[src/rtl/mcycle_if.sv]
// Decoder-to-multiply/divide unit bundle: request, operands, results and stall.
// The decoder side drives the request; the unit side returns results and Busy.
interface mcycle_if #(
  parameter int WIDTH = 32
);
  logic             Start;
  logic [1:0]       MCycleOp;
  logic [WIDTH-1:0] Operand1;
  logic [WIDTH-1:0] Operand2;
  logic [WIDTH-1:0] Result1;
  logic [WIDTH-1:0] Result2;
  logic             Busy;

  modport master (
    output Start, MCycleOp, Operand1, Operand2,
    input  Result1, Result2, Busy
  );

  modport slave (
    input  Start, MCycleOp, Operand1, Operand2,
    output Result1, Result2, Busy
  );
endinterface

[src/rtl/mcycle_unit.sv]
// Iterative shift-add multiplier / restoring divider, one bit per cycle,
// operating on magnitudes with the signs re-applied at completion.
module mcycle_unit #(
  parameter int WIDTH = 32
) (
  input  logic   CLK,
  input  logic   RESETn,
  mcycle_if.slave bus
);
  localparam int            CW   = $clog2(WIDTH);
  localparam logic [CW-1:0] LAST = CW'(WIDTH - 1);

  typedef enum logic [1:0] {IDLE, COMPUTING, DONE} state_t;

  state_t           state;
  logic [CW-1:0]    count;
  logic             is_div;
  logic             neg_res;   // product / quotient must be negated
  logic             neg_rem;   // remainder takes the dividend's sign
  logic             div0;
  logic [WIDTH-1:0] op1_raw;
  logic [WIDTH-1:0] m_val;     // multiplicand (mul) or divisor (div)
  logic [WIDTH-1:0] hi;        // accumulator upper half / partial remainder
  logic [WIDTH-1:0] lo;        // multiplier / dividend shifting into quotient
  logic [WIDTH-1:0] res1;
  logic [WIDTH-1:0] res2;

  // Operand conditioning at acceptance
  logic             is_signed;
  logic             neg1;
  logic             neg2;
  logic [WIDTH-1:0] abs1;
  logic [WIDTH-1:0] abs2;

  assign is_signed = ~bus.MCycleOp[0];
  assign neg1      = is_signed & bus.Operand1[WIDTH-1];
  assign neg2      = is_signed & bus.Operand2[WIDTH-1];
  assign abs1      = neg1 ? -bus.Operand1 : bus.Operand1;
  assign abs2      = neg2 ? -bus.Operand2 : bus.Operand2;

  // One iteration of either algorithm
  logic [WIDTH:0]     sum;
  logic [WIDTH:0]     shifted;
  logic [WIDTH-1:0]   hi_nxt;
  logic [WIDTH-1:0]   lo_nxt;
  logic [2*WIDTH-1:0] prod;
  logic [2*WIDTH-1:0] prod_fix;
  logic [WIDTH-1:0]   quo_fix;
  logic [WIDTH-1:0]   rem_fix;

  // NOTE: every always_comb output gets a default first so no path leaves it unassigned and infers a latch.
  always_comb begin
    sum     = '0;
    shifted = '0;
    hi_nxt  = hi;
    lo_nxt  = lo;
    if (!is_div) begin
      sum    = {1'b0, hi} + (lo[0] ? {1'b0, m_val} : '0);
      hi_nxt = sum[WIDTH:1];
      lo_nxt = {sum[0], lo[WIDTH-1:1]};
    end else begin
      shifted = {hi, lo[WIDTH-1]};
      if (shifted >= {1'b0, m_val}) begin
        shifted = shifted - {1'b0, m_val};
        lo_nxt  = {lo[WIDTH-2:0], 1'b1};
      end else begin
        lo_nxt  = {lo[WIDTH-2:0], 1'b0};
      end
      hi_nxt = shifted[WIDTH-1:0];
    end
  end

  assign prod     = {hi_nxt, lo_nxt};
  assign prod_fix = neg_res ? -prod : prod;
  assign quo_fix  = neg_res ? -lo_nxt : lo_nxt;
  assign rem_fix  = neg_rem ? -hi_nxt : hi_nxt;

  // NOTE: sequential state uses non-blocking assignments so every register samples pre-edge values.
  // NOTE: all registers, including the datapath, are reset so no X ever reaches the outputs.
  always_ff @(posedge CLK or negedge RESETn) begin
    if (!RESETn) begin
      state   <= IDLE;
      count   <= '0;
      is_div  <= 1'b0;
      neg_res <= 1'b0;
      neg_rem <= 1'b0;
      div0    <= 1'b0;
      op1_raw <= '0;
      m_val   <= '0;
      hi      <= '0;
      lo      <= '0;
      res1    <= '0;
      res2    <= '0;
    end else begin
      case (state)
        IDLE: begin
          if (bus.Start) begin
            is_div  <= bus.MCycleOp[1];
            neg_res <= neg1 ^ neg2;
            neg_rem <= neg1;
            div0    <= bus.MCycleOp[1] & (bus.Operand2 == '0);
            op1_raw <= bus.Operand1;
            m_val   <= bus.MCycleOp[1] ? abs2 : abs1;
            lo      <= bus.MCycleOp[1] ? abs1 : abs2;
            hi      <= '0;
            count   <= '0;
            state   <= COMPUTING;
          end
        end
        COMPUTING: begin
          hi    <= hi_nxt;
          lo    <= lo_nxt;
          count <= count + 1'b1;
          if (count == LAST) begin
            count <= '0;
            state <= DONE;
            if (!is_div) begin
              res1 <= prod_fix[WIDTH-1:0];
              res2 <= prod_fix[2*WIDTH-1:WIDTH];
            end else if (div0) begin
              res1 <= '1;
              res2 <= op1_raw;
            end else begin
              res1 <= quo_fix;
              res2 <= rem_fix;
            end
          end
        end
        // Unconditional return keeps a still-asserted Start from retriggering.
        DONE:    state <= IDLE;
        default: state <= IDLE;
      endcase
    end
  end

  assign bus.Busy    = (state == IDLE) ? bus.Start : (state == COMPUTING);
  assign bus.Result1 = res1;
  assign bus.Result2 = res2;
endmodule

[src/flat_wrapper.sv]
// flat-port wrapper written by rule: the top's interface ports become plain ports
module mcycle_unit_flat 
#(
  parameter int WIDTH = 32
)
  (CLK, RESETn, bus_Start, bus_MCycleOp, bus_Operand1, bus_Operand2, bus_Result1, bus_Result2, bus_Busy);
  mcycle_if #(.WIDTH(WIDTH)) bus_i ();
  input  logic CLK;
  input  logic RESETn;
  input wire logic [$bits(bus_i.Start)-1:0] bus_Start;
  input wire logic [$bits(bus_i.MCycleOp)-1:0] bus_MCycleOp;
  input wire logic [$bits(bus_i.Operand1)-1:0] bus_Operand1;
  input wire logic [$bits(bus_i.Operand2)-1:0] bus_Operand2;
  output wire logic [$bits(bus_i.Result1)-1:0] bus_Result1;
  output wire logic [$bits(bus_i.Result2)-1:0] bus_Result2;
  output wire logic [$bits(bus_i.Busy)-1:0] bus_Busy;
  assign bus_i.Start = bus_Start;
  assign bus_i.MCycleOp = bus_MCycleOp;
  assign bus_i.Operand1 = bus_Operand1;
  assign bus_i.Operand2 = bus_Operand2;
  assign bus_Result1 = bus_i.Result1;
  assign bus_Result2 = bus_i.Result2;
  assign bus_Busy = bus_i.Busy;
  mcycle_unit #(.WIDTH(WIDTH)) u_core (.CLK(CLK), .RESETn(RESETn), .bus(bus_i));
endmodule
[config.mk]
export PLATFORM = sky130hd
export DESIGN_NAME = mcycle_unit_flat
export DESIGN_NICKNAME = d
export VERILOG_FILES = /design/src/rtl/mcycle_if.sv /design/src/rtl/mcycle_unit.sv /design/src/flat_wrapper.sv
export SDC_FILE = /design/constraint.sdc
export NUM_CORES = 1
export LEC_CHECK = 0
export CAP_MARGIN = 0
export CORE_ASPECT_RATIO = 0.75
export CORE_MARGIN = 3
export CORE_UTILIZATION = 30
export DETAILED_ROUTE_END_ITERATION = 12
export GPL_TIMING_DRIVEN = 0
export SYNTH_ARGS = -nofsm -noshare
export SYNTH_HDL_FRONTEND = slang
export SYNTH_SLANG_ARGS = --single-unit
export TNS_END_PERCENT = 30
[constraint.sdc]
create_clock -name CLK -period 9.28 [get_ports CLK]
set_input_delay 1.392 -clock CLK [delete_from_list [all_inputs] [get_ports CLK]]
set_output_delay 1.392 -clock CLK [all_outputs]
set_load 0.05 [all_outputs]
Yosys cells after proc, flatten, opt, wreduce, memory -nomap -nowiden
Index checks and enable logic that the tools add are counted.
{ "word_totals": {"register_bits": 203, "word_cells": 64} }
{ "op_classes": {"muxes": 27, "n_reduce_logical": 7, "order_cmp": 1, "bitwise": 5, "n_eq_ne": 4, "addsub": 8} }
{ "op_table": {"columns": ["cell", "n"], "rows": [
  ["two-way mux 32 bit", 16],
  ["negation 32 bit", 4],
  ["one-hot mux 32 bit (2 select lines)", 2],
  ["two-way mux 64 bit", 1],
  ["negation 64 bit", 1],
  ["adder 32 x 32 -> 33 bit", 1],
  ["greater-or-equal comparator 33 x 32 -> 1 bit", 1],
  ["zero test 32 bit", 1],
  ["subtractor 32 bit", 1],
  ["two-way mux 5 bit", 2],
  ["one-hot mux 5 bit (2 select lines)", 1],
  ["AND reduction 2 bit", 4],
  ["adder 5 x 1 -> 5 bit, second input constant", 1],
  ["== test 5 bit, second input constant", 1],
  ["two-way mux 2 bit", 2],
  ["one-hot mux 2 bit (2 select lines)", 1],
  ["AND 1 bit", 3],
  ["== test 2 x 1 -> 1 bit, second input constant", 1],
  ["zero test 2 bit", 1],
  ["two-way mux 1 bit", 2],
  ["inequality test 2 x 1 -> 1 bit, second input constant", 1],
  ["inequality test 2 bit, second input constant", 1],
  ["nonzero test 2 bit", 1],
  ["NOT 1 bit", 1],
  ["bitwise XOR 1 bit", 1]
]} }

Depth between registers and ports, before layout
Gate-level depths: netlist of run 1.
{ "logic_depth": {"depth_word": 7, "mapped_depth": 21, "mapped_depth_nobuf": 19} }

Least setup slack after synthesis of run 1
OpenSTA, ideal clock, no wires.
{ "synth_path": {"kind": "reg-to-reg", "from": "register u_core.lo[31]", "to": "register u_core.res2[31] (netlist: u_core.bus.Result2[31])", "path_buffers": 0, "arrival_time_ns": 4.412, "setup_slack_ns": 4.738, "stages_incl_launch_ff": 18, "t_required_ns": 9.149, "setup_time_ns": 0.131, "path_cell_list": "dfrtp_1 > inv_1 > ha_1 > inv_1 > fa_1 > a21o_1 > a221oi_1 > nor4_1 > or4_1 > and4_1 > a211oi_1 > o211ai_1 > nor4_2 > nand4bb_1 > o41ai_1 > xor2_1 > o21ai_1 > o211ai_2"} }
{ "synth_between": {"elab_chain_cells": 7, "elab_cells_between_ends": 12} }
{ "synth_rtl": {"columns": ["item", "line_no", "source"], "rows": [
  ["start: declaration", "mcycle_unit.sv:24", "logic [WIDTH-1:0] lo;"],
  ["start signal: assignment", "mcycle_unit.sv:104", "lo <= bus.MCycleOp[1] ? abs1 : abs2;"],
  ["start signal: assignment", "mcycle_unit.sv:112", "lo <= lo_nxt;"],
  ["subtractor 32 bit / greater-or-equal comparator 33 x 32 -> 1 bit (equally long branches)", "mcycle_unit.sv:64, mcycle_unit.sv:63", null],
  ["two-way mux 32 bit", "mcycle_unit.sv:63", "if (shifted >= {1'b0, m_val}) begin"],
  ["two-way mux 32 bit", "mcycle_unit.sv:57", "if (!is_div) begin"],
  ["negation 32 bit", "mcycle_unit.sv:76", "assign rem_fix = neg_rem ? -hi_nxt : hi_nxt;"],
  ["two-way mux 32 bit", "mcycle_unit.sv:76", null],
  ["two-way mux 32 bit", "mcycle_unit.sv:120", "end else if (div0) begin"],
  ["two-way mux 32 bit (*)", "mcycle_unit.sv:117", "if (!is_div) begin"],
  ["end signal: assignment", "mcycle_unit.sv:119", "res2 <= prod_fix[2*WIDTH-1:WIDTH];"],
  ["end signal: assignment", "mcycle_unit.sv:122", "res2 <= op1_raw;"],
  ["end signal: assignment", "mcycle_unit.sv:125", "res2 <= rem_fix;"],
  ["end: declaration", "mcycle_unit.sv:26", "logic [WIDTH-1:0] res2;"]
]} }
Mark *: on every way between the ends. The rest lies on a longest branch, timed or not.
A chain may end at the register's enable or synchronous reset.

Worst setup path in the final report of run 1
{ "layout_path": {"from": "register u_core.is_div", "to": "register u_core.res2[3] (netlist: u_core.bus.Result2[3])"} }
{ "layout_between": {"elab_chain_cells": 5, "elab_cells_between_ends": 8} }
{ "layout_rtl": {"columns": ["item", "line_no", "source"], "rows": [
  ["start: declaration", "mcycle_unit.sv:17", "logic is_div;"],
  ["start signal: assignment", "mcycle_unit.sv:98", "is_div <= bus.MCycleOp[1];"],
  ["two-way mux 32 bit", "mcycle_unit.sv:57", null],
  ["negation 32 bit", "mcycle_unit.sv:76", null],
  ["two-way mux 32 bit", "mcycle_unit.sv:76", null],
  ["two-way mux 32 bit", "mcycle_unit.sv:120", null],
  ["two-way mux 32 bit (*)", "mcycle_unit.sv:117", null]
]} }
Marks and branches as above.

==> results of run 1 <==
[cell usage after synthesis (all sizes together) (16+ instances only)]
| cell | count |
|---|---|
| nand2 | 256 |
| o21ai | 211 |
| dfrtp | 203 |
| nor2 | 172 |
| a21oi | 167 |
| clkbuf | 103 |
| xnor2 | 99 |
| inv | 83 |
| xor2 | 81 |
| ha | 70 |
| mux2i | 44 |
| nor3 | 43 |
| and2 | 41 |
| mux2 | 35 |
| o22a | 34 |
| a21o | 30 |
| nand3 | 29 |
| o221ai | 29 |
| o31ai | 28 |
| a31oi | 27 |
| buf | 27 |
| nand2b | 27 |
| nand4 | 24 |
| and3 | 23 |
| nor4 | 23 |
| o211ai | 21 |
| o21a | 19 |
| a211oi | 17 |
| nor2b | 16 |
[where the power goes]
group          switching, mW  internal (mW)  leakage (nW)
clock network          0.400          0.497         0.336
registers              0.413           1.21          2.47
logic                   4.45           2.30          5.24
total                   5.27           4.00          8.04
[flip-flops by register name, summed over array words and instances, names as in the netlist]
signal	count
u_core.m_val	32
u_core.bus.Result1	32
u_core.div0	1
u_core.lo	32
u_core.hi	32
u_core.bus.Result2	32
u_core.state	2
u_core.count	5
u_core.op1_raw	32
u_core.neg_res	1
u_core.is_div	1
u_core.neg_rem	1
[final timing paths]
kind	from	endpoint	cells after the start
max	u_core.is_div$_DFFE_PN0P_	u_core.bus.Result2[3]$_DFFE_PN0P_	13
min in group asynchronous	RESETn	u_core.bus.Result2[20]$_DFFE_PN0P_	1
min reg2reg	u_core.bus.Result2[5]$_DFFE_PN0P_	u_core.bus.Result2[5]$_DFFE_PN0P_	2
max in group asynchronous	RESETn	u_core.bus.Result2[9]$_DFFE_PN0P_	2
min	u_core.bus.Result2[5]$_DFFE_PN0P_	u_core.bus.Result2[5]$_DFFE_PN0P_	2
max reg2reg	u_core.is_div$_DFFE_PN0P_	u_core.bus.Result2[3]$_DFFE_PN0P_	13
[critical path, cell delays in order, from the launching register on]
cell and delay [ns]:
dfrtp_1 0.33, clkbuf_1 0.48, buf_1 0.70, clkbuf_1 0.64, buf_2 0.44, buf_1 0.44, buf_1 0.55, clkbuf_1 0.72
buf_1 1.00, clkbuf_1 0.58, clkbuf_1 0.52, o211ai_1 0.23, o21ai_0 0.41, o21ai_0 0.18
[routing by layer]
layer,vias up,track usage (%)
met3,82,11.6
met2,984,33.5
met5,-,0
met4,2,4.63
met1,9114,39.8
li1,8257,-
[metrics by stage]
step	TNS (ns)	cell area, um^2	setup slack [ns]	util [%]	power, mW
4_1_cts	0	20400	2.26	36.0	9.03
3_5_place_dp	0	19700	2.30	34.8	8.11
2_1_floorplan	0	17300	4.74	-	5.84
3_3_place_gp	-415.34	19600	-2.10	34.7	8.06
5_1_grt	0	20400	1.77	36.0	9.81
6_report	0	20400	1.85	36.0	9.27
[cells by family after synthesis]
group / synth area share (%)
and+or+nand+nor: 20.0
AOI/OAI and AO/OA: 26.8
buffers and inverters: 4.75
DFF: 29.3
xor gates and xnor gates: 9.09
muxes: 4.81
adders and majority gates: 5.28
[layout make-up]
type,count,area (um^2)
Buffer,130,508
Multi-Input combinational cell,1764,11400
Inverter,84,315
Fill cell,5874,36200
Clock inverter,4,28.8
Clock buffer,35,671
Tap cell,770,963
Sequential cell,203,5080
Timing Repair Buffer,134,1360
==> flow_summary_export.csv, run 1 <==
group,metric,value,unit
run_status,outcome,"finished clean",
critical_path,timing.critical_path.required,9.65,ns
route,postRouteWirelength,82900,um
placed_design,post-place-cells,3085,
layout,final-instance-count-excl-fill,3124,
route,drt_pre_antenna_iters,6,
pwr,total_leakage_power,8.04,nW
sta,final-max-slew-violation-count,0,
global_routing,antenna_found_initial,4,
logic_synthesis,postSynthCellCount,2181,
die,pin_count,134,
clock_tree,buffers_inserted_by_post_cts_timing_repair,0,
critical_path,worst_setup_path_end_kind,"register",
die,die-width,284,um
route,post_drt_via_cell_ratio,5.90,
clock_tree,cts_hold_buffers,0,
critical_path,worstSetupStartpointType,"register",
global_routing,grt_usage,26.2,%
pwr,power.ir.vdd_worst,0.000143,V
sta,rsz0062_at_grt,"false",
logic_synthesis,synth_ff_type,"dfrtp_1",
layout,finish.net_count,2481,
sta,timing_worst_slew_pin_value,1.26,ns
critical_path,arrival,7.80,ns
placed_design,numPortBuffers,133,
layout,post_route_cells_drive_above_1_share,4.93,%
global_routing,globalRouteOverflowTotal,0,
global_routing,grt_max_degree,120,
die,rows,75,
critical_path,timing_worst_setup_path_type,"register to register",
sta,maxClockFrequency,0.135,GHz
sta,slew_headroom,15.8,%
clock_tree,cts_made_buffers,23,
clock_tree,clk_transition_reported_paths,0.07,ns
die,design.core.area,56600,um^2
logic_synthesis,asyncSetResetFlopFracSynth,100,%
layout,insertedDiodeCount,0,
logic_synthesis,synth_cell_types,90,
layout,area_growth_syn_to_layout,17.5,%
global_routing,grt_pass1_wl,119000,um
logic_synthesis,synthDominantAreaCellType,"dfrtp_1",
logic_synthesis,avgSynthCellArea,7.95,um^2
logic_synthesis,synth_warnings,0,
sta,setup_violations,0,
route,detail_route.wirelength.met1,39000,um
placed_design,globalplace.congestion,0.979,
clock_tree,worst_skew_pair.late_latency,0.54,ns
logic_synthesis,post-synth-top-area-fraction,29.3,%
route,antenna_violating_nets_left,0,
placed_design,dp_hpwl,67700,um
die,fp.dieArea,60800,um^2
route,top_layer_used,"met5",
route,routed-wl-met3,11900,um
clock_tree,post_cts.resized_instances,0,
run,max_cap_viol_count,0,
sta,total_count_of_hold_check_failures_in_the_final_report,0,
layout,leading_cell_type_in_the_layout_fill_and_taps_excluded,"nand2_1",
critical_path,ff2ff_setup_slack,1.85,ns
clock_tree,clock_sinks,203,
logic_synthesis,ys_ff_latch,203,
logic_synthesis,seq_area_frac_synth,29.3,%
global_routing,first_global_vias,17200,
logic_synthesis,number_of_enable_flip_flop_cells_after_synthesis,0,
route,first_iter_violations,2383,
sta,post-route-period-util,80.1,%
pwr,power.density_cell_area,455,nW/um^2
clock_tree,cts_tree,"built",
die,starting_density_of_the_core,30.7,%
sta,final.hold.worst_slack,0.486,ns
logic_synthesis,netlist_area,17300,um^2
sta,clock_skews,0.0175,ns
route,vias,18400,
min_path,hold_class,"register to register",
route,met2_length,30400,um
die,die_height,214,um
route,avgRoutedWirePerCell,26.5,um
critical_path,critPathMaxFanout,10,
logic_synthesis,mappedNetlistNets,2322,
sta,period_needed,7.43,ns
clock_tree,root_buffer,"clkbuf_16",
clock_tree,clk_path_buf_depth,3,
layout,most-common-layout-cells,"nand2_1 (255), o21ai_0 (208), dfrtp_1 (203)",
route,drt_drc_violations_left,0,
clock_tree,cts-htree-levels,1,
logic_synthesis,netlist_top_cells_area,"dfrtp_1 (29%), o21ai_0 (6.0%), nand2_1 (5.5%)",
Note: power is estimated with default switching activity, not from simulation.
==> run 2: changes to the inputs <==
clock period = 6.27 ns   (was 9.28 ns; I/O delays follow)
==> run 2 against run 1 <==
Net effect:
- via count about the same
- sequential power grew 48%
- clock power increased by 47%
- design area increased by 0.54%
- maximum frequency rose by 20%
- count of clock-buffer cells in the layout is the same
- utilization grew 0.19 points
- non-clock buffer count increased by 2
- largest cell class unchanged
- largest power group unchanged
==> flow_summary_export.csv, run 2 (same netlist as run 1, synthesis figures left out) <==
group,metric,value,unit
route,vias,18400,
layout,finish.net_count,2483,
clock_tree,cts_made_buffers,23,
layout,area_growth_syn_to_layout,18.1,%
route,routed-wl-met3,11700,um
die,rows,75,
critical_path,arrival,6.56,ns
clock_tree,cts-htree-levels,1,
sta,maxClockFrequency,0.162,GHz
min_path,hold_class,"input port to async pin",
pwr,power_report.internal_total,5.96,mW
die,fp.dieArea,60800,um^2
critical_path,ff2ff_setup_slack,0.08,ns
die,die-width,284,um
global_routing,globalRouteOverflowTotal,0,
sta,timing_worst_slew_pin_value,1.14,ns
route,antenna_violating_nets_left,0,
placed_design,post-place-cells,3085,
route,drt_drc_violations_left,0,
critical_path,worstSetupStartpointType,"register",
route,top_layer_used,"met5",
run,max_cap_viol_count,0,
critical_path,timing.critical_path.required,6.65,ns
placed_design,detailed_place.area,19700,um^2
sta,layout_setup_ws,0.0823,ns
sta,slew_headroom,23.4,%
global_routing,grt_max_degree,120,
layout,insertedDiodeCount,0,
pwr,power.combinational.fraction,73.0,%
global_routing,first_global_vias,17300,
route,postRouteWirelength,82900,um
sta,total_count_of_hold_check_failures_in_the_final_report,0,
sta,clock_skews,0.0182,ns
clock_tree,clk_path_buf_depth,3,
layout,final-instance-count-excl-fill,3126,
placed_design,dp_hpwl,67700,um
pwr,power.ir.vdd_worst,0.000211,V
global_routing,grt_usage,26.2,%
sta,setup_violations,0,
sta,final-max-slew-violation-count,0,
route,first_iter_violations,2447,
placed_design,dpl_worst_slack,-0.710,ns
clock_tree,clock_sinks,203,
pwr,total_leakage_power,8.09,nW
global_routing,antenna_found_initial,3,
pwr,finalPower,13.8,mW
critical_path,worst-r2r-cell-count,17,
sta,period_needed,6.19,ns
critical_path,cp_slowest_stage_delay,0.71,ns
die,design.core.area,56600,um^2
layout,final_design_area_no_fill,20500,um^2
pwr,power.density_cell_area,674,nW/um^2
critical_path,critPathMaxFanout,10,
placed_design,numPortBuffers,133,
critical_path,r2r_end,"u_core.bus.Result2[6]$_DFFE_PN0P_",
pwr,p_sw,7.84,mW
clock_tree,root_buffer,"clkbuf_16",
pwr,clock_power_share,9.6,%
global_routing,grt_pass1_wl,119000,um
sta,post-route-period-util,98.7,%
pwr,power.share.sequential,17.4,%
critical_path,worstReg2RegStart,"u_core.is_div$_DFFE_PN0P_",
route,detail_route.wirelength.met1,39000,um
route,drt_pre_antenna_iters,6,
route,avgRoutedWirePerCell,26.5,um
pwr,power.share.switching,56.8,%
die,pin_count,134,
clock_tree,worst_skew_pair.late_latency,0.54,ns
route,post_drt_via_cell_ratio,5.90,
critical_path,worst_path_max_delay_cell,"o21ai_0",
critical_path,worst_setup_path_end_kind,"register",
die,starting_density_of_the_core,30.7,%
die,die_height,214,um
layout,post_route_cells_drive_above_1_share,5.90,%
clock_tree,clk_transition_reported_paths,0.06,ns
placed_design,globalplace.congestion,0.979,
critical_path,timing_worst_setup_path_type,"register to register",
route,met2_length,30400,um
clock_tree,cts_tree,"built",
critical_path,cp_cell_sequence,"clkbuf_1 -> buf_2 -> clkbuf_2 -> buf_1 -> a41oi_2 -> inv_1 -> ha_1 -> o211ai_1 -> nor2_1 -> nand4_1 -> or2_2 -> nor3_2 -> nand2_1 -> nand2_1 -> xnor2_1 -> o21ai_0 -> o21ai_0",
run_status,outcome,"finished clean",
layout,most-common-layout-cells,"nand2_1 (255), o21ai_0 (204), dfrtp_1 (203)",
layout,leading_cell_type_in_the_layout_fill_and_taps_excluded,"nand2_1",
[run 2: changes by cell type in the layout (fill, tap and decap cells not counted), moves of 3 or more]
cell,before,now
clkbuf_1,110,103
clkbuf_2,0,5
o21ai_0,208,204
o21ai_1,3,7
buf_4,0,3
nor3_1,43,40
nor3_2,0,3
[run 2: final cells by class]
| type | count | area (um^2) |
|---|---|---|
| buffer | 129 | 523 |
| clock buffer | 35 | 671 |
| tap | 770 | 963 |
| multi-input combinational | 1764 | 11500 |
| inverter | 84 | 315 |
| timing repair buffer | 137 | 1390 |
| fill | 5867 | 36100 |
| clock inverter | 4 | 28.8 |
| sequential | 203 | 5080 |
[run 2: worst max path at each step]
stage	start	cells past startpoint	endpoint
after floorplan	u_core.lo[31]$_DFFE_PN0P_	17	u_core.bus.Result2[31]$_DFFE_PN0P_
after global placement	RESETn	1	u_core.op1_raw[12]$_DFFE_PN0P_
after detailed placement	u_core.is_div$_DFFE_PN0P_	13	u_core.bus.Result2[3]$_DFFE_PN0P_
after CTS	u_core.lo[31]$_DFFE_PN0P_	17	u_core.bus.Result2[31]$_DFFE_PN0P_
after global routing	u_core.lo[0]$_DFFE_PN0P_	17	u_core.bus.Result2[31]$_DFFE_PN0P_
final	u_core.is_div$_DFFE_PN0P_	17	u_core.bus.Result2[6]$_DFFE_PN0P_
[run 2: power by group through the flow]
| stage | clock network (mW) | registers (mW) | logic, mW |
|---|---|---|---|
| 2_1_floorplan | 0 | 2.19 | 6.45 |
| 3_3_place_gp | 0 | 2.39 | 9.54 |
| 3_5_place_dp | 0 | 2.39 | 9.60 |
| 4_1_cts | 1.34 | 2.37 | 9.69 |
| 5_1_grt | 1.39 | 2.42 | 10.8 |
| 6_report | 1.32 | 2.40 | 10.1 |
[run 2: what timing repair did]
action | 4_1_cts | 5_1_grt
gates resized for setup | 16 | 13
buffers inserted | 1 | 2
endpoints found under the setup margin | 61 | 24
pin swaps | 1 | 3
hold buffers | 0 | 0
cloned | 0 | 0
[run 2: layer usage]
layer | track usage (%) | vias to the layer above
met5 | 0 | -
met4 | 4.82 | 2
met3 | 11.8 | 86
met2 | 33.5 | 1013
met1 | 39.7 | 9055
li1 | - | 8274
[run 2: stage by stage]
step | hold slack, ns | util (%) | setup TNS (ns)
after global routing | 0.470 | 36.2 | -0.00515
after global placement | 0.465 | 34.7 | -953.08
after CTS | 0.449 | 36.1 | 0
final | 0.428 | 36.2 | 0
after floorplan | 0.442 | - | 0
after detailed placement | 0.474 | 34.8 | -19.14
[run 2: critical path, delay by kind of cell, from the launching register on]
kind,cells,cell delay (ns)
buffers and inverters,5,2.17
and+or+nand+nor,6,1.69
AOI/OAI and AO/OA,4,1.52
DFF,1,0.33
adders and majority gates,1,0.21
xor gates and xnor gates,1,0.07
==> run 3: changes to the inputs <==
CTS_CLUSTER_SIZE = 28   (was default)
clock period = 5.1 ns   (was 6.27 ns; I/O delays follow)
==> run 3 against run 2 <==
Net effect:
- critical path depth grew 3
- wire length up 1.3%
- design area grew 5.0%
- global-route usage increased by 0.23 points
- utilization increased by 1.8 points
- highest routed layer is now met4
- sequential share of layout area is 1.1 points lower
- non-clock buffer count up 38
- largest power group unchanged
- sequential cell count did not move
- clock power up 23%
==> flow_summary_export.csv, run 3 (same netlist as run 1, synthesis figures left out) <==
group,metric,value,unit
pwr,power_report.internal_total,8.15,mW
critical_path,worstSetupStartpointType,"register",
layout,utilization,38.0,%
placed_design,dpl_worst_slack,-1.88,ns
run_status,outcome,"finished clean",
pwr,power.combinational.fraction,74.8,%
route,drt_pre_antenna_iters,8,
run,max_cap_viol_count,0,
clock_tree,root_buffer,"clkbuf_16",
sta,slew_headroom,20.3,%
clock_tree,clk_transition_reported_paths,0.07,ns
layout,insertedDiodeCount,0,
sta,layout_setup_ws,0.0307,ns
pwr,power.share.switching,55.6,%
placed_design,globalplace.congestion,0.979,
pwr,power.ir.vdd_worst,0.000282,V
clock_tree,cts_hold_buffers,0,
route,avgRoutedWirePerCell,26.5,um
layout,post_route_cells_drive_above_1_share,12.1,%
placed_design,numPortBuffers,133,
critical_path,timing_worst_setup_path_type,"register to register",
pwr,power.density_cell_area,853,nW/um^2
die,pin_count,134,
layout,leading_cell_type_in_the_layout_fill_and_taps_excluded,"nand2_1",
sta,rsz0062_at_grt,"true",
die,die_height,214,um
clock_tree,cts_tree,"built",
critical_path,worst-r2r-cell-count,20,
layout,layout.filler_cells,5781,
layout,finish.net_count,2521,
layout,most-common-layout-cells,"nand2_1 (254), o21ai_0 (193), dfrtp_1 (190)",
global_routing,grt_pass1_wl,121000,um
pwr,power.share.sequential,16.3,%
route,postRouteWirelength,84000,um
global_routing,antenna_found_initial,1,
clock_tree,cts_made_buffers,23,
die,design.core.area,56600,um^2
layout,final-instance-count-excl-fill,3164,
placed_design,post-place-cells,3085,
route,post_drt_via_cell_ratio,5.91,
pwr,p_sw,10.2,mW
sta,post-route-period-util,99.4,%
global_routing,use_met2,34.0,%
critical_path,critPathMaxFanout,10,
die,die-width,284,um
pwr,clock_power_share,8.9,%
clock_tree,clk_path_buf_depth,3,
route,drt_drc_violations_left,0,
global_routing,globalRouteOverflowTotal,0,
sta,maxClockFrequency,0.197,GHz
global_routing,grt_max_degree,120,
clock_tree,worst_skew_pair.late_latency,0.54,ns
placed_design,dp_hpwl,67700,um
route,first_iter_violations,2259,
critical_path,arrival,5.46,ns
die,rows,75,
clock_tree,clock_sinks,203,
global_routing,grt-busiest-layer,"met1",
route,antenna_violating_nets_left,0,
clock_tree,cts-htree-levels,1,
die,fp.dieArea,60800,um^2
critical_path,ff2ff_setup_slack,0.03,ns
die,starting_density_of_the_core,30.7,%
sta,clock_skews,0.0182,ns
critical_path,timing.critical_path.required,5.49,ns
min_path,hold_class,"input port to async pin",
critical_path,worst_setup_path_end_kind,"register",
global_routing,groute.layer.met1.usage,39.9,%
global_routing,first_global_vias,17500,
pwr,total_leakage_power,8.46,nW
global_routing,grt_usage,26.5,%
sta,timing_worst_slew_pin_value,1.19,ns
sta,final-max-slew-violation-count,0,
sta,period_needed,5.07,ns
global_routing,gr-usage-met3,11.9,%
route,vias,18700,
layout,area_growth_syn_to_layout,24.1,%
sta,total_count_of_hold_check_failures_in_the_final_report,0,
sta,setup_violations,0,
## run 3: cell types whose count changed in the layout (fill, tap and decap cells not counted), sizes merged
| cell | previous run | this run |
|---|---|---|
| buf | 31 | 80 |
| clkbuf | 137 | 126 |
## run 3: cell type report
cell class	instances	area, um^2	area share, %
multi-input cells	1764	12100	56.5
flip-flops and latches	203	5100	23.7
repair buffers	186	1750	8.15
well taps	770	963	4.48
clock buffers	35	671	3.12
plain buffers	118	542	2.52
inverters	84	315	1.47
clock inverters	4	28.8	0.134
## run 3: timing repair
item                       CTS  global route
buffers inserted            25            27
gates resized for setup    101            98
setup endpoints to repair   85            40
pin swaps                   22            25
## run 3: worst paths after layout
| check | start | to |
|---|---|---|
| worst max-delay path | u_core.m_val[16]$_DFFE_PN0P_ | u_core.bus.Result2[0]$_DFFE_PN0P_ |
| worst min-delay path | RESETn | u_core.bus.Result2[20]$_DFFE_PN0P_ |
| worst max register to register | u_core.m_val[16]$_DFFE_PN0P_ | u_core.bus.Result2[0]$_DFFE_PN0P_ |
| worst min register to register | u_core.bus.Result2[5]$_DFFE_PN0P_ | u_core.bus.Result2[5]$_DFFE_PN0P_ |
| max in group asynchronous | RESETn | u_core.m_val[9]$_DFFE_PN0P_ |
| min in group CLK | u_core.bus.Result2[5]$_DFFE_PN0P_ | u_core.bus.Result2[5]$_DFFE_PN0P_ |
## run 3: metal layers
layer | up-vias | wire length (um)
li1 | 8340 | -
met1 | 9193 | 39100
met2 | 1059 | 31200
met3 | 95 | 11800
met4 | 0 | 1820
met5 | - | 0
## run 3: metrics by stage
step | setup TNS (ns) | total power [mW] | hold WS [ns] | cell area [um^2]
after floorplan | 0 | 10.6 | 0.442 | 17300
after detailed placement | -105.35 | 14.8 | 0.474 | 19700
after CTS | 0 | 17.2 | 0.273 | 21000
final | 0 | 18.4 | 0.247 | 21500
after global routing | -0.0932 | 19.3 | 0.301 | 21500
after global placement | -1240.68 | 14.7 | 0.465 | 19600
## run 3: power by group through the flow
stage	Sequential, mW	Combinational [mW]	Clock [mW]
after floorplan	2.69	7.93	0
after global placement	2.94	11.7	0
after detailed placement	2.94	11.8	0
after CTS	2.93	12.6	1.64
after global routing	3.02	14.6	1.71
final	2.99	13.7	1.63
## run 3: critical path: stages (launching register included)
cell and delay (ns):
dfrtp_1 0.47, inv_1 0.07, ha_1 0.38, nand2_1 0.14
or4_4 0.45, a211o_4 0.36, a21bo_4 0.25, buf_6 0.16
a41oi_4 0.21, inv_1 0.07, ha_1 0.22, o211ai_1 0.21
nor2_2 0.11, nand4_1 0.20, or2_4 0.20, nand2b_4 0.17
buf_4 0.13, nand2_1 0.06, xor2_1 0.17, a222oi_1 0.76
o21ai_1 0.15
==> RTL change 1, RTL diff (flow settings as in run 2) <==
`WIDTH` is set to 32 in 3 places; all go to 16.
--- a/src/rtl/mcycle_if.sv
+++ b/src/rtl/mcycle_if.sv
@@ -3,3 +3,3 @@
 interface mcycle_if #(
-  parameter int WIDTH = 32
+  parameter int WIDTH = 16
 );
--- a/src/rtl/mcycle_unit.sv
+++ b/src/rtl/mcycle_unit.sv
@@ -3,3 +3,3 @@
 module mcycle_unit #(
-  parameter int WIDTH = 32
+  parameter int WIDTH = 16
 ) (
--- a/src/flat_wrapper.sv
+++ b/src/flat_wrapper.sv
@@ -3,3 +3,3 @@
 #(
-  parameter int WIDTH = 32
+  parameter int WIDTH = 16
 )
Interface: changed (resized bus_Operand1, bus_Operand2, bus_Result1 and bus_Result2); port bits go from 134 to 70. The function was not compared with the original's and may differ.
==> RTL change 1 against run 2 <==
The flow now finishes with violations (capacitance limit, slew limit). Area after synthesis down 50%. Sequential cell count down 97. Worst setup slack better by 220 ps. Routed wire length down 62%. Synthesized cell count down 52%. First-iteration DRC count down 65%. Count of clock-buffer cells in the layout down 23. Design area down 50%. Via count down 54%. Critical endpoint is now u_core.bus.Result2[15].
Power is left out: the tool's default activity adds up to more than one toggle a clock period on the data nets, which glitch-free logic cannot reach.
==> RTL change 1: results <==
export IMPL_status="finished with violations"
export IMPL_violations="capacitance limit, slew limit"
export IMPL_tightest_slew_ps=1480
export IMPL_hold_path_class="register to register"
export IMPL_yosysWarnings=0
export IMPL_slowest_stage="a2111oi_0"
export IMPL_post_cts_buffers=0
export IMPL_cts_buffers=9
export IMPL_ctsRootBufferMaster="clkbuf_16"
export IMPL_synth_commonest_cells="133 x nand2_1, 106 x dfrtp_1, 91 x o21ai_0"
export IMPL_dpl_cell_area_sq_mm=0.00985
export IMPL_synth_flop_cell="dfrtp_1"
export IMPL_hold_depth=1
export IMPL_dr_pass1_iters=7
export IMPL_reg2reg_depth=14
export IMPL_crit_arrival_ps=6210
export IMPL_io_buffers=68
export IMPL_ys_seq_area_frac=0.306
export IMPL_grt_pass1_vias=7872
export IMPL_syn_nets=1124
export IMPL_holdPathEnd="u_core.bus.Result2[3]"
export IMPL_vias=8558
export IMPL_htreeDepth=3
export IMPL_dp_hpwl_microns=25500
export IMPL_cts_buffer_depth=2
export IMPL_track_usage=0.202
export IMPL_finalClockSkew_ps=12.1
export IMPL_crit_path_max_incr_delay_ps=1240
export IMPL_place_gp_congestion=0.951
export IMPL_timing_rr_start="u_core.lo[0]"
export IMPL_hold_path_startpoint="u_core.bus.Result2[3]"
export IMPL_synth_area_leaders="dfrtp_1 31%, nand2_1 5.8%, ha_1 5.3%"
export IMPL_post_cts_resized=0
export IMPL_slew_viol_final=1
export IMPL_path_clk_slew_ps=80
export IMPL_crit_path_max_fanout=10
export IMPL_grt_max_degree=62
export IMPL_maxCapViolCount=1
export IMPL_synth_cell_types=83
export IMPL_grt_pass1_wl_microns=48500
export IMPL_async_flop_share=1.00
export IMPL_drive_above_1_share=0.0574
export IMPL_rr_endpoint="u_core.bus.Result2[15]"
export IMPL_nFillCells=3008
export IMPL_r2r_slack_ps=300
export IMPL_drtIter0Drc=866
export IMPL_wirelength_microns=31900
export IMPL_clock_latency_ps=370
export IMPL_fin_nets=1204
export IMPL_antenna_found_initial=0
## RTL change 1: cell types whose count changed after synthesis, moves of 55 or more
cell,run 2,this run
nand2_1,255,133
o21ai_0,208,91
a21oi_1,165,58
nor2_1,172,68
dfrtp_1,203,106
clkbuf_1,103,48
## RTL change 1: cell type report
| class | count | share of cell area |
|---|---|---|
| inverters | 48 | 0.0178 |
| repair buffers | 69 | 0.0696 |
| well taps | 385 | 0.0475 |
| diodes | 1 | 0.000247 |
| clock inverters | 4 | 0.00333 |
| clock buffers | 12 | 0.0253 |
| flip-flops and latches | 106 | 0.261 |
| multi-input cells | 836 | 0.552 |
| plain buffers | 58 | 0.0226 |
## RTL change 1: per-stage QoR
step	util	std cells	hold WS, ps	setup TNS [ps]	worst slack [ps]
after CTS	0.359	1518	483	0	451
after detailed placement	0.349	1502	466	0	497
after global routing	0.359	1518	495	0	202
after global placement	0.348	1501	466	-304	-8.96
final	0.359	1519	478	0	304
after floorplan	-	1048	445	0	2210
## RTL change 1: cells by family after synthesis
group	count (synthesis)	synth area share
AOI/OAI and AO/OA	329	0.262
xor gates and xnor gates	81	0.0819
adders and majority gates	39	0.0581
buffers and inverters	106	0.0472
DFF	106	0.306
muxes	43	0.0521
and+or+nand+nor	344	0.193
## RTL change 1: worst max-delay path, delay by kind of cell (launching register included)
family                     cells  cell delay, ps
muxes                          1             360
AOI/OAI and AO/OA              6            2510
buffers and inverters          1             520
and+or+nand+nor                5            1390
DFF                            1             570
adders and majority gates      1             480
## RTL change 1: how the worst max path moves through the flow
stage	startpoint	depth (start not counted)	to	slack [ps]
6_report	u_core.lo[0]	14	u_core.bus.Result2[15]	300
5_1_grt	u_core.lo[0]	14	u_core.bus.Result2[15]	200
4_1_cts	u_core.lo[0]	14	u_core.bus.Result2[15]	450
3_5_place_dp	u_core.lo[0]	14	u_core.bus.Result2[15]	500
3_3_place_gp	RESETn	1	u_core.lo[7]	-9
2_1_floorplan	u_core.lo[15]	15	u_core.bus.Result2[15]	2210
## RTL change 1: layer usage
metal | vias up | track usage | part of all wire
met5 | - | 0 | 0
met4 | 0 | 0.0310 | 0.013
met3 | 29 | 0.0585 | 0.094
met2 | 332 | 0.279 | 0.40
met1 | 4202 | 0.315 | 0.50
li1 | 3995 | - | -
==> RTL change 2, RTL diff (config.mk and constraints of run 2) <==
Without the edit above. The 3 states of `state_t` get a one-hot encoding in 3 bits.
--- a/src/rtl/mcycle_unit.sv
+++ b/src/rtl/mcycle_unit.sv
@@ -12,3 +12,3 @@
 
-  typedef enum logic [1:0] {IDLE, COMPUTING, DONE} state_t;
+  typedef enum logic [2:0] {IDLE = 3'b001, COMPUTING = 3'b010, DONE = 3'b100} state_t;
 
Check against the original RTL: no difference found for any inputs over 10 cycles, from zero or initial values and one cycle with RESETn low; not proved beyond that.
==> RTL change 2 against run 2 <==
Power fell by 0.81%. Worst setup slack got worse by 9.6 ps. Sequential cell count rose by 1. Design area rose by 5.1%. Sequential share of layout area fell by 1.1 points. Critical path type unchanged. Hold slack got worse by 52 ps. Maximum frequency fell by 0.15%. Routed wire length rose by 10%. Area after synthesis rose by 3.5%. Critical path depth fell by 2. First-iteration DRC count rose by 5.8%. Synthesized cell count rose by 5.4%.
==> RTL change 2: results <==
export IMPL_seq_power_share=0.164
export IMPL_crit_arrival_ps=6630
export IMPL_tightest_slew_ps=1370
export IMPL_drtIter0Drc=2590
export IMPL_gr_usage_met3=0.0822
export IMPL_synth_commonest_cells="369 x nand2_1, 203 x dfrtp_1, 181 x o21ai_0"
export IMPL_cts_buffers=24
export IMPL_dp_hpwl_microns=74900
export IMPL_place_gp_congestion=1.07
export IMPL_post_drt_wl_per_cell_microns=28.0
export IMPL_finalClockSkew_ps=14.5
export IMPL_drive_above_1_share=0.0659
export IMPL_track_usage=0.283
export IMPL_met1_usage=0.456
export IMPL_synth_cell_types=104
export IMPL_slowest_stage="nor4b_1"
export IMPL_hold_path_class="input pin to asynchronous set/reset pin"
export IMPL_reg2reg_depth=15
export IMPL_met2_length_microns=34000
export IMPL_grt_max_degree=116
export IMPL_wl_met1_microns=44200
export IMPL_dpl_cell_count=3216
export IMPL_use_met2=0.360
export IMPL_synth_area_leaders="dfrtp_1 28%, nand2_1 7.7%, o21ai_0 5.0%"
export IMPL_ys_seq_area_frac=0.285
export IMPL_internal_power_mw=5.73
export IMPL_vias=19900
export IMPL_clkPwrFrac=0.118
export IMPL_status="complete, no violations"
export IMPL_crit_path_max_fanout=10
export IMPL_crit_family="compound AO/OA/AOI/OAI gates"
export IMPL_path_clk_slew_ps=60
export IMPL_crit_path_max_incr_delay_ps=950
export IMPL_wl_met3_microns=11700
export IMPL_yosysWarnings=0
export IMPL_grt_pass1_vias=18300
export IMPL_peakVddDrop_v=0.000309
export IMPL_grt_pass1_wl_microns=130000
export IMPL_dr_pass1_iters=6
export IMPL_synth_area_per_cell_sq_um=7.81
export IMPL_syn_nets=2440
export IMPL_p_leak_nw=8.85
export IMPL_vias_per_cell=6.08
export IMPL_sw_frac_of_total=0.581
export IMPL_htreeDepth=1
export IMPL_fin_nets=2611
export IMPL_clock_latency_ps=560
export IMPL_dpl_cell_area_sq_mm=0.0203
==> RTL change 2: stage by stage <==
step / setup slack [ps] / hold WS [ps] / setup TNS, ps
after global routing: -29.2 / 439 / -29.2
after floorplan: 209 / 437 / 0
final: 72.7 / 377 / 0
after global placement: -4650 / 460 / -1049360
after CTS: 33.5 / 411 / 0
after detailed placement: -4260 / 455 / -107300
==> RTL change 2: logic make-up (layout without fill, tap and decap cells) <==
kind of cell,after synthesis,after routing,share of synthesized area
buffers and inverters,213,402,0.0479
muxes,59,59,0.0335
DFF,204,204,0.285
xor gates and xnor gates,168,168,0.0820
adders and majority gates,72,72,0.0510
and+or+nand+nor,864,864,0.229
AOI/OAI and AO/OA,719,719,0.272
==> RTL change 2: worst paths after layout <==
path                            slack, ps                endpoint                from
worst max register to register         70  u_core.bus.Result2[25]        u_core.lo[0]
worst min register to register        470      u_core.op1_raw[13]  u_core.op1_raw[13]
max in group asynchronous            4800        u_core.m_val[12]              RESETn
min in group CLK                      470      u_core.op1_raw[13]  u_core.op1_raw[13]
worst min-delay path                  380   u_core.bus.Result1[1]              RESETn
worst max-delay path                   70  u_core.bus.Result2[25]        u_core.lo[0]
==> RTL change 2: final cells by class <==
cell class	count	area (sq um)
buffer	135	668
clock buffer	33	686
clock inverter	11	193
fill	6100	36800
inverter	76	285
multi-input combinational	1882	12200
sequential	204	5110
tap	780	976
timing repair buffer	147	1460
==> RTL change 2: what timing repair did <==
| item | CTS | global route |
|---|---|---|
| pin swaps | 0 | 3 |
| hold buffers | 0 | 0 |
| endpoints found under the setup margin | 67 | 22 |
| buffers inserted | 0 | 10 |
| resized for setup | 52 | 19 |
